--- src/rtl/perm_round_ctrl_pkg.sv ---
// Shared definitions for the key-controlled byte-permutation round sequencer.
package perm_round_ctrl_pkg;

  localparam int unsigned BLOCK_W        = 128;
  localparam int unsigned BYTE_W         = 8;
  localparam int unsigned LANES          = BLOCK_W / BYTE_W;
  localparam int unsigned RND_W          = 5;
  localparam int unsigned DEFAULT_ROUNDS = 8;

  // Byte-lane indices; lane 15 is the most significant byte of the block.
  localparam int unsigned LANE_A0 = 15;
  localparam int unsigned LANE_A1 = 14;
  localparam int unsigned LANE_A2 = 13;
  localparam int unsigned LANE_A3 = 12;
  localparam int unsigned LANE_B0 = 11;
  localparam int unsigned LANE_B1 = 10;
  localparam int unsigned LANE_B2 = 9;
  localparam int unsigned LANE_B3 = 8;
  localparam int unsigned LANE_C0 = 7;
  localparam int unsigned LANE_C1 = 6;
  localparam int unsigned LANE_C2 = 5;
  localparam int unsigned LANE_C3 = 4;
  localparam int unsigned LANE_D0 = 3;
  localparam int unsigned LANE_D1 = 2;
  localparam int unsigned LANE_D2 = 1;
  localparam int unsigned LANE_D3 = 0;

  typedef enum logic [1:0] {
    IDLE = 2'd0,
    RUN  = 2'd1,
    DONE = 2'd2
  } fsm_e;

endpackage

--- src/rtl/perm_round_ctrl_unpack.sv ---
// Combinational split/join between a 128-bit block word and the 16 byte ports of the permutation stage.
module perm_state_unpack
  import perm_round_ctrl_pkg::*;
(
  input  logic [BLOCK_W-1:0]           split_word,
  output logic [LANES-1:0][BYTE_W-1:0] split_lanes,
  input  logic [LANES-1:0][BYTE_W-1:0] join_lanes,
  output logic [BLOCK_W-1:0]           join_word
);

  assign split_lanes[LANE_A0] = split_word[LANE_A0*BYTE_W +: BYTE_W];
  assign split_lanes[LANE_A1] = split_word[LANE_A1*BYTE_W +: BYTE_W];
  assign split_lanes[LANE_A2] = split_word[LANE_A2*BYTE_W +: BYTE_W];
  assign split_lanes[LANE_A3] = split_word[LANE_A3*BYTE_W +: BYTE_W];
  assign split_lanes[LANE_B0] = split_word[LANE_B0*BYTE_W +: BYTE_W];
  assign split_lanes[LANE_B1] = split_word[LANE_B1*BYTE_W +: BYTE_W];
  assign split_lanes[LANE_B2] = split_word[LANE_B2*BYTE_W +: BYTE_W];
  assign split_lanes[LANE_B3] = split_word[LANE_B3*BYTE_W +: BYTE_W];
  assign split_lanes[LANE_C0] = split_word[LANE_C0*BYTE_W +: BYTE_W];
  assign split_lanes[LANE_C1] = split_word[LANE_C1*BYTE_W +: BYTE_W];
  assign split_lanes[LANE_C2] = split_word[LANE_C2*BYTE_W +: BYTE_W];
  assign split_lanes[LANE_C3] = split_word[LANE_C3*BYTE_W +: BYTE_W];
  assign split_lanes[LANE_D0] = split_word[LANE_D0*BYTE_W +: BYTE_W];
  assign split_lanes[LANE_D1] = split_word[LANE_D1*BYTE_W +: BYTE_W];
  assign split_lanes[LANE_D2] = split_word[LANE_D2*BYTE_W +: BYTE_W];
  assign split_lanes[LANE_D3] = split_word[LANE_D3*BYTE_W +: BYTE_W];

  // Packed lane array already follows the a0..d3 MSB-first block packing.
  assign join_word = join_lanes;

endmodule

--- src/rtl/perm_round_ctrl.sv ---
// Multi-round sequencer: accepts a block and key, iterates the external permutation stage ROUNDS times, returns the result.
module perm_round_ctrl
  import perm_round_ctrl_pkg::*;
#(
  parameter int unsigned ROUNDS = DEFAULT_ROUNDS
) (
  input  logic                  clk,
  input  logic                  rst,
  input  logic                  in_valid,
  output logic                  in_ready,
  input  logic [BLOCK_W-1:0]    in_data,
  input  logic [2*ROUNDS-1:0]   in_key,
  output logic                  out_valid,
  input  logic                  out_ready,
  output logic [BLOCK_W-1:0]    out_data,
  input  logic                  flush,
  output logic                  busy,
  output logic [RND_W-1:0]      round,
  output logic                  stage_en,
  output logic                  stage_k0,
  output logic                  stage_k1,
  output logic [BLOCK_W-1:0]    stage_in,
  input  logic [BLOCK_W-1:0]    stage_out
);

  localparam int unsigned       KEY_W    = 2 * ROUNDS;
  localparam logic [RND_W-1:0]  LAST_RND = RND_W'(ROUNDS - 1);

  fsm_e               fsm_q, fsm_d;
  logic [BLOCK_W-1:0] state_q, state_d;
  logic [KEY_W-1:0]   key_q, key_d;
  logic [RND_W-1:0]   rnd_q, rnd_d;

  logic [LANES-1:0][BYTE_W-1:0] drive_lanes;
  logic [LANES-1:0][BYTE_W-1:0] sample_lanes;
  logic [BLOCK_W-1:0]           sample_word;

  // Registered state feeds the stage byte ports; the stage result comes back through the same packing.
  perm_state_unpack u_drive (
    .split_word  (state_q),
    .split_lanes (drive_lanes),
    .join_lanes  (drive_lanes),
    .join_word   (stage_in)
  );

  perm_state_unpack u_sample (
    .split_word  (stage_out),
    .split_lanes (sample_lanes),
    .join_lanes  (sample_lanes),
    .join_word   (sample_word)
  );

  always_ff @(posedge clk) begin
    if (rst) begin
      fsm_q   <= IDLE;
      state_q <= '0;
      key_q   <= '0;
      rnd_q   <= '0;
    end else begin
      fsm_q   <= fsm_d;
      state_q <= state_d;
      key_q   <= key_d;
      rnd_q   <= rnd_d;
    end
  end

  always_comb begin
    fsm_d     = fsm_q;
    state_d   = state_q;
    key_d     = key_q;
    rnd_d     = rnd_q;
    in_ready  = 1'b0;
    out_valid = 1'b0;
    out_data  = '0;
    stage_en  = 1'b0;
    stage_k0  = 1'b0;
    stage_k1  = 1'b0;

    case (fsm_q)
      IDLE: begin
        in_ready = 1'b1;
        if (in_valid) begin
          fsm_d   = RUN;
          state_d = in_data;
          key_d   = in_key;
          rnd_d   = '0;
        end
      end

      RUN: begin
        stage_en = 1'b1;
        stage_k0 = key_q[0];
        stage_k1 = key_q[1];
        if (flush) begin
          fsm_d   = IDLE;
          state_d = '0;
          key_d   = '0;
          rnd_d   = '0;
        end else begin
          state_d = sample_word;
          key_d   = key_q >> 2;
          rnd_d   = rnd_q + RND_W'(1);
          if (rnd_q == LAST_RND) begin
            fsm_d = DONE;
          end
        end
      end

      DONE: begin
        out_valid = 1'b1;
        out_data  = state_q;
        // Abort takes priority over a coincident downstream accept.
        if (flush) begin
          fsm_d   = IDLE;
          state_d = '0;
          key_d   = '0;
          rnd_d   = '0;
        end else if (out_ready) begin
          fsm_d = IDLE;
          rnd_d = '0;
        end
      end

      default: begin
        fsm_d = IDLE;
      end
    endcase
  end

  assign busy  = (fsm_q != IDLE);
  assign round = rnd_q;

  a_out_hold: assert property (@(posedge clk) disable iff (rst)
    (out_valid && !out_ready && !flush) |=> (out_valid && $stable(out_data)));

  a_rnd_range: assert property (@(posedge clk) disable iff (rst)
    (fsm_q == RUN) |-> (rnd_q <= LAST_RND));

endmodule

--- config.mk ---
export PLATFORM = sky130hd
export DESIGN_NAME = perm_round_ctrl
export DESIGN_NICKNAME = d
export VERILOG_FILES = /design/src/rtl/perm_round_ctrl_pkg.sv /design/src/rtl/perm_round_ctrl_unpack.sv /design/src/rtl/perm_round_ctrl.sv
export SDC_FILE = /design/constraint.sdc
export NUM_CORES = 1
export LEC_CHECK = 0
export BUFFER_PORTS_ARGS = -buffer_cell sky130_fd_sc_hd__buf_4
export CAP_MARGIN = 20
export CORE_AREA = 2 2 211 213
export DETAILED_ROUTE_END_ITERATION = 6
export DIE_AREA = 0 0 213 215
export GPL_ROUTABILITY_DRIVEN = 0
export PLACE_DENSITY = 0.48
export SLEW_MARGIN = 20
export SYNTH_ARGS = -nofsm -noshare
export SYNTH_HDL_FRONTEND = slang
export SYNTH_SLANG_ARGS = --single-unit
--- constraint.sdc ---
create_clock -name clk -period 5.9 [get_ports clk]
set_input_delay 0.59 -clock clk [delete_from_list [all_inputs] [get_ports clk]]
set_output_delay 0.59 -clock clk [all_outputs]
set_load 0.03 [all_outputs]
==> flow_metrics.env, run 1 <==
export IMPL_hp_class="in2reg"
export IMPL_nNetsFinal=1612
export IMPL_setup_tns_ns=0
export IMPL_cts_buffers_inserted=17
export IMPL_cap_violations=0
export IMPL_hold_violations=0
export IMPL_coreArea_um2=43600
export IMPL_peakVddDrop_uv=127
export IMPL_fin_crit_sh_pct=52.7
export IMPL_slowest_delay_ns=0.93
export IMPL_leakage_nw=5.71
export IMPL_timing_final_ws_setup_ns=2.79
export IMPL_drt_iter0_markers=411
export IMPL_drc=0
export IMPL_fillerInstances=4727
export IMPL_yosysUniqueCellTypes=30
export IMPL_cp_slowest_cell="and2_4"
export IMPL_rsz0062_at_grt="no"
export IMPL_final_layout_size_suffix_gt1_share_pct=48.0
export IMPL_yosysWarnings=0
export IMPL_path_max_fanout=75
export IMPL_dp_slack_ns=2.63
export IMPL_postRouteAntennaNets=0
export IMPL_via_count=8458
export IMPL_area_growth_pct=66.9
export IMPL_gr_usage_all_layers_pct=14.7
export IMPL_antenna_found_initial=1
export IMPL_grt_pass1_wl_um=51500
export IMPL_relSlewSlack_pct=30.5
export IMPL_fmax_ghz=0.321
export IMPL_dieArea_um2=45800
export IMPL_grt_max_degree=145
export IMPL_cts_htree_levels=4
export IMPL_clk_pin_slew_worst_paths_ns=0.06
export IMPL_cts_setup_buffers=0
export IMPL_antenna_cells=0
export IMPL_critPathRequiredTime_ns=6.25
export IMPL_tritoncts="done"
export IMPL_arrival_ns=3.46
export IMPL_tightestPinTransition_ns=1.04
export IMPL_ys_async_sr_fraction_pct=0
export IMPL_power_density_nw_per_um2=265
export IMPL_wl_per_cell_um=18.4
export IMPL_path_cells="inv_1 > ha_1 > nor2b_1 > and2_4 > buf_12 > a221oi_1 > nor3_1"
export IMPL_io_pin_count=544
export IMPL_cts_buffer_depth=2
export IMPL_hpwl_um=24900
export IMPL_rows=77
export IMPL_port_buffers=543
export IMPL_dieWidth_um=213
export IMPL_synth_seq_cells=151
export IMPL_ys_seq_area_share_pct=40.1
export IMPL_initial_utilization_pct=17.3
export IMPL_slew_viol_final=0
export IMPL_clk_latency_ns=0.44
export IMPL_syn_nets=1138
export IMPL_cts_sinks=151
export IMPL_ctsHoldBuffers=0
export IMPL_via_per_inst=4.38
export IMPL_synth_area_per_cell_um2=8.81
export IMPL_overflow=0
export IMPL_finalCriticalPeriod_ns=3.11
export IMPL_drt_wl_total_um=35500
export IMPL_synth_edf_count=0
export IMPL_ys_flop_type="dfxtp_1"
export IMPL_end_kind="flop"
export IMPL_status="completed"
export IMPL_syn_area_um2=7530
export IMPL_postCtsResizedCells=0
export IMPL_die_y_um=215
export IMPL_grt_pass1_vias=8253
export IMPL_cts_root_buf="clkbuf_16"
export IMPL_start_kind="flop"
export IMPL_setup_viol=0
export IMPL_synthCells=855
export IMPL_path_class="reg2reg"
export IMPL_skew_ns=0.0114
export IMPL_firstDrtPassIters=4
[metrics by stage]
step                hold slack (ns)  cells  total power, mW  util, %  cell area (um^2)
detailed placement            0.444   1901             2.26     27.5             12000
global route                  0.396   1932             3.50     28.8             12600
finish                        0.423   1932             3.33     28.8             12600
CTS                           0.389   1931             3.39     28.8             12500
floorplan                     0.432    855             1.82        -              7530
global placement              0.443   1901             2.25     27.5             12000
[cells in the final DEF, fill, tap and decap left out, drive strengths merged, types with 6 or more instances in the layout]
| master | n |
|---|---|
| and2 | 131 |
| nor2 | 143 |
| nor3 | 146 |
| clkbuf | 21 |
| buf | 550 |
| dfxtp | 151 |
| ha | 6 |
| a21oi | 7 |
| a221oi | 142 |
[worst max-delay path: cells and delay by family (launching register included)]
family / cells / cell delay [ns]
AND/OR/NAND/NOR: 3 / 1.63
buffers and inverters: 2 / 0.57
flip-flops: 1 / 0.35
AO/OA/AOI/OAI: 1 / 0.15
adder cells (fa/ha/maj): 1 / 0.24
[report_power, final]
part           total [mW]  internal, mW  leakage (nW)  switching, mW
combinational       0.991         0.419          4.19          0.572
clock                1.09         0.627         0.269          0.467
sequential           1.24          1.14          1.25          0.105
total                3.33          2.18          5.71           1.14
[flip-flops by register name (all words and copies together) (netlist names)]
signal	count
fsm_q	2
round	5
key_q	16
state_q	128
[per-layer routing]
layer	part of all wire, %	up-vias	track usage, %
met2	50	348	25.8
li1	-	4053	-
met3	7.5	17	4.49
met5	0	-	0
met4	0.90	0	2.98
met1	41	4040	17.5
[final timing paths]
| path | from | to | slack (ns) | depth (start not counted) |
|---|---|---|---|---|
| worst min-delay path | in_key[14] | key_q[14]$_SDFFE_PP0P_ | 0.42 | 3 |
| worst max register to register | fsm_q[1]$_SDFFE_PP0P_ | state_q[87]$_SDFFE_PP0P_ | 2.79 | 7 |
| worst max-delay path | fsm_q[1]$_SDFFE_PP0P_ | state_q[87]$_SDFFE_PP0P_ | 2.79 | 7 |
| worst min register to register | key_q[15]$_SDFFE_PP0P_ | key_q[15]$_SDFFE_PP0P_ | 0.45 | 2 |
[synth_stat cells, types with 2 or more instances]
| cell | number | area, um^2 |
|---|---|---|
| ha_1 | 6 | 75.1 |
| a21oi_1 | 7 | 35.0 |
| and2_1 | 131 | 820 |
| buf_2 | 20 | 100 |
| nand2_1 | 4 | 15.0 |
| clkbuf_1 | 51 | 191 |
| o32ai_1 | 2 | 17.5 |
| a221oi_1 | 82 | 718 |
| nor3_1 | 145 | 726 |
| nor2_1 | 143 | 537 |
| nor3b_1 | 2 | 15.0 |
| or3_1 | 2 | 12.5 |
| buf_4 | 8 | 60.1 |
| nand3_1 | 5 | 25.0 |
| dfxtp_1 | 151 | 3020 |
| a211oi_1 | 2 | 15.0 |
| buf_6 | 8 | 90.1 |
| a221oi_2 | 60 | 901 |
| inv_1 | 4 | 15.0 |
| buf_1 | 8 | 30.0 |
| nand2b_1 | 2 | 12.5 |
| nor2b_1 | 4 | 25.0 |
[layout make-up]
cell class	instances	area (um^2)	share of cell area [%]
Clock buffer	21	450	3.58
Clock inverter	9	104	0.826
Inverter	5	23.8	0.189
Multi-Input combinational cell	604	4040	32.1
Sequential cell	151	3020	24.0
Tap cell	592	741	5.89
Timing Repair Buffer	550	4190	33.3
[cell families (layout without fill, tap and decap cells)]
family	Yosys count	in the layout	synth area share (%)
adders and majority gates	6	6	0.997
AOI/OAI and AO/OA	155	155	22.6
DFF	151	151	40.1
and+or+nand+nor	442	442	29.6
muxes	1	1	0.133
buffers and inverters	100	585	6.51
Note: power is estimated with default switching activity, not from simulation.
==> run 2, diff against run 1 <==
Settings changed: CORE_AREA 2 2 211 213 to 2 2 213 215, DIE_AREA 0 0 213 215 to 0 0 215 217, PLACE_DENSITY 0.48 to 0.49.
Clock period 5.9 ns to 2.8 ns, I/O delays scaled along.
==> run 2 against run 1 <==
  * Largest cell class unchanged
  * Setup slack worse by 2.5 ns
  * Cell count rose by 1.8%
  * Hold slack got worse by 0.32 ns
  * Die area is 1.9% higher
==> flow_metrics.env, run 2 (synthesized netlist as in run 1, its figures left out) <==
export IMPL_status="completed"
export IMPL_antenna_cells=0
export IMPL_setup_tns_ns=0
export IMPL_critPathRequiredTime_ns=3.18
export IMPL_firstDrtPassIters=5
export IMPL_antenna_found_initial=0
export IMPL_area_growth_pct=71.0
export IMPL_via_count=8565
export IMPL_dieArea_um2=46700
export IMPL_slew_viol_final=0
export IMPL_hp_class="in2reg"
export IMPL_coreArea_um2=44700
export IMPL_gr_usage_all_layers_pct=14.3
export IMPL_clk_latency_ns=0.46
export IMPL_hp_start="in_key[15]"
export IMPL_peakVddDrop_uv=324
export IMPL_drc=0
export IMPL_wl_per_cell_um=17.4
export IMPL_design_area_um2=12900
export IMPL_ctsHoldBuffers=0
export IMPL_place_area_um2=12300
export IMPL_path_max_fanout=25
export IMPL_placed_cells=1936
export IMPL_fmax_ghz=0.402
export IMPL_cts_setup_buffers=0
export IMPL_via_per_inst=4.35
export IMPL_reg2reg_depth=8
export IMPL_largest_reg_flops=128
export IMPL_hold_violations=0
export IMPL_rsz0062_at_grt="no"
export IMPL_whs_endpoint="key_q[15]$_SDFFE_PP0P_"
export IMPL_port_buffers=543
export IMPL_whs_ns=0.101
export IMPL_die_y_um=217
export IMPL_cts_buffers_inserted=17
export IMPL_hpwl_um=25400
export IMPL_relSlewSlack_pct=61.8
export IMPL_overflow=0
export IMPL_cap_violations=0
export IMPL_dieWidth_um=215
export IMPL_top_register="state_q"
export IMPL_setup_viol=0
export IMPL_power_density_nw_per_um2=549
export IMPL_tritoncts="done"
export IMPL_finalNonFillerCells=1967
export IMPL_tightestPinTransition_ns=0.571
export IMPL_fin_crit_sh_pct=88.9
export IMPL_postCtsResizedCells=0
export IMPL_r2r_start="fsm_q[0]$_SDFFE_PP0P_"
export IMPL_start_kind="flop"
export IMPL_grt_pass1_vias=8393
export IMPL_skew_ns=0.00674
export IMPL_finalCriticalPeriod_ns=2.49
export IMPL_cts_htree_levels=4
export IMPL_ff2ff_setup_slack_ns=0.31
export IMPL_drt_wl_total_um=34200
export IMPL_grt_max_degree=81
export IMPL_cts_buffer_depth=2
export IMPL_rows=78
export IMPL_drt_iter0_markers=420
export IMPL_holdPathStages=3
export IMPL_final_layout_size_suffix_gt1_share_pct=48.9
export IMPL_postRouteAntennaNets=0
export IMPL_cts_sinks=151
export IMPL_nNetsFinal=1638
export IMPL_arrival_ns=2.86
export IMPL_grt_pass1_wl_um=50900
export IMPL_r2r_end="state_q[52]$_SDFFE_PP0P_"
export IMPL_layout_commonest_cell="buf_4"
export IMPL_leakage_nw=5.87
export IMPL_initial_utilization_pct=16.8
export IMPL_io_pin_count=544
export IMPL_final_cell_mix="buf_4 (564), dfxtp_1 (151), nor3_1 (145)"
export IMPL_cts_root_buf="clkbuf_16"
export IMPL_end_kind="flop"
export IMPL_clk_pin_slew_worst_paths_ns=0.06
export IMPL_path_class="reg2reg"
run 2: final cells by class:
class                      instances  area, um^2
timing repair buffer             576        4470
tap                              600         751
fill                            4823       31800
inverter                           5        23.8
clock buffer                      23         468
multi-input combinational        604        4040
sequential                       151        3020
clock inverter                     8        98.8
run 2: how the worst max path moves through the flow:
stage | from | to | slack, ns
global route | fsm_q[0]$_SDFFE_PP0P_ | state_q[52]$_SDFFE_PP0P_ | 0.12
finish | fsm_q[0]$_SDFFE_PP0P_ | state_q[52]$_SDFFE_PP0P_ | 0.31
CTS | fsm_q[0]$_SDFFE_PP0P_ | state_q[52]$_SDFFE_PP0P_ | 0.30
detailed placement | fsm_q[0]$_SDFFE_PP0P_ | state_q[52]$_SDFFE_PP0P_ | 0.33
floorplan | fsm_q[0]$_SDFFE_PP0P_ | state_q[22]$_SDFFE_PP0P_ | 0.62
global placement | fsm_q[0]$_SDFFE_PP0P_ | state_q[93]$_SDFFE_PP0P_ | 0.40
run 2: stage by stage:
step	worst slack [ns]	power [mW]	utilization, %
2_1_floorplan	0.625	3.83	-
3_3_place_gp	0.402	4.82	27.5
3_5_place_dp	0.329	4.84	27.5
4_1_cts	0.298	7.21	28.8
5_1_grt	0.120	7.47	28.8
6_report	0.311	7.07	28.8
run 2: worst max-delay path: stages (launching register included):
cell and delay (ns):
dfxtp_1 0.34, inv_1 0.15, ha_1 0.20, nor2b_1 0.49, or3_4 0.46, buf_12 0.24, buf_12 0.21, a221oi_2 0.05
nor3_1 0.21
run 2: power by group:
group          internal, mW  total, mW  switching [mW]
sequential             2.40       2.61           0.217
combinational         0.950       2.16            1.21
clock                  1.35       2.30           0.951
run 2: layer usage:
metal / part of all wire (%) / global-route usage [%]
met5: 0 / 0
met4: 2.0 / 4.90
met3: 7.1 / 4.74
met2: 50 / 24.3
met1: 41 / 16.8
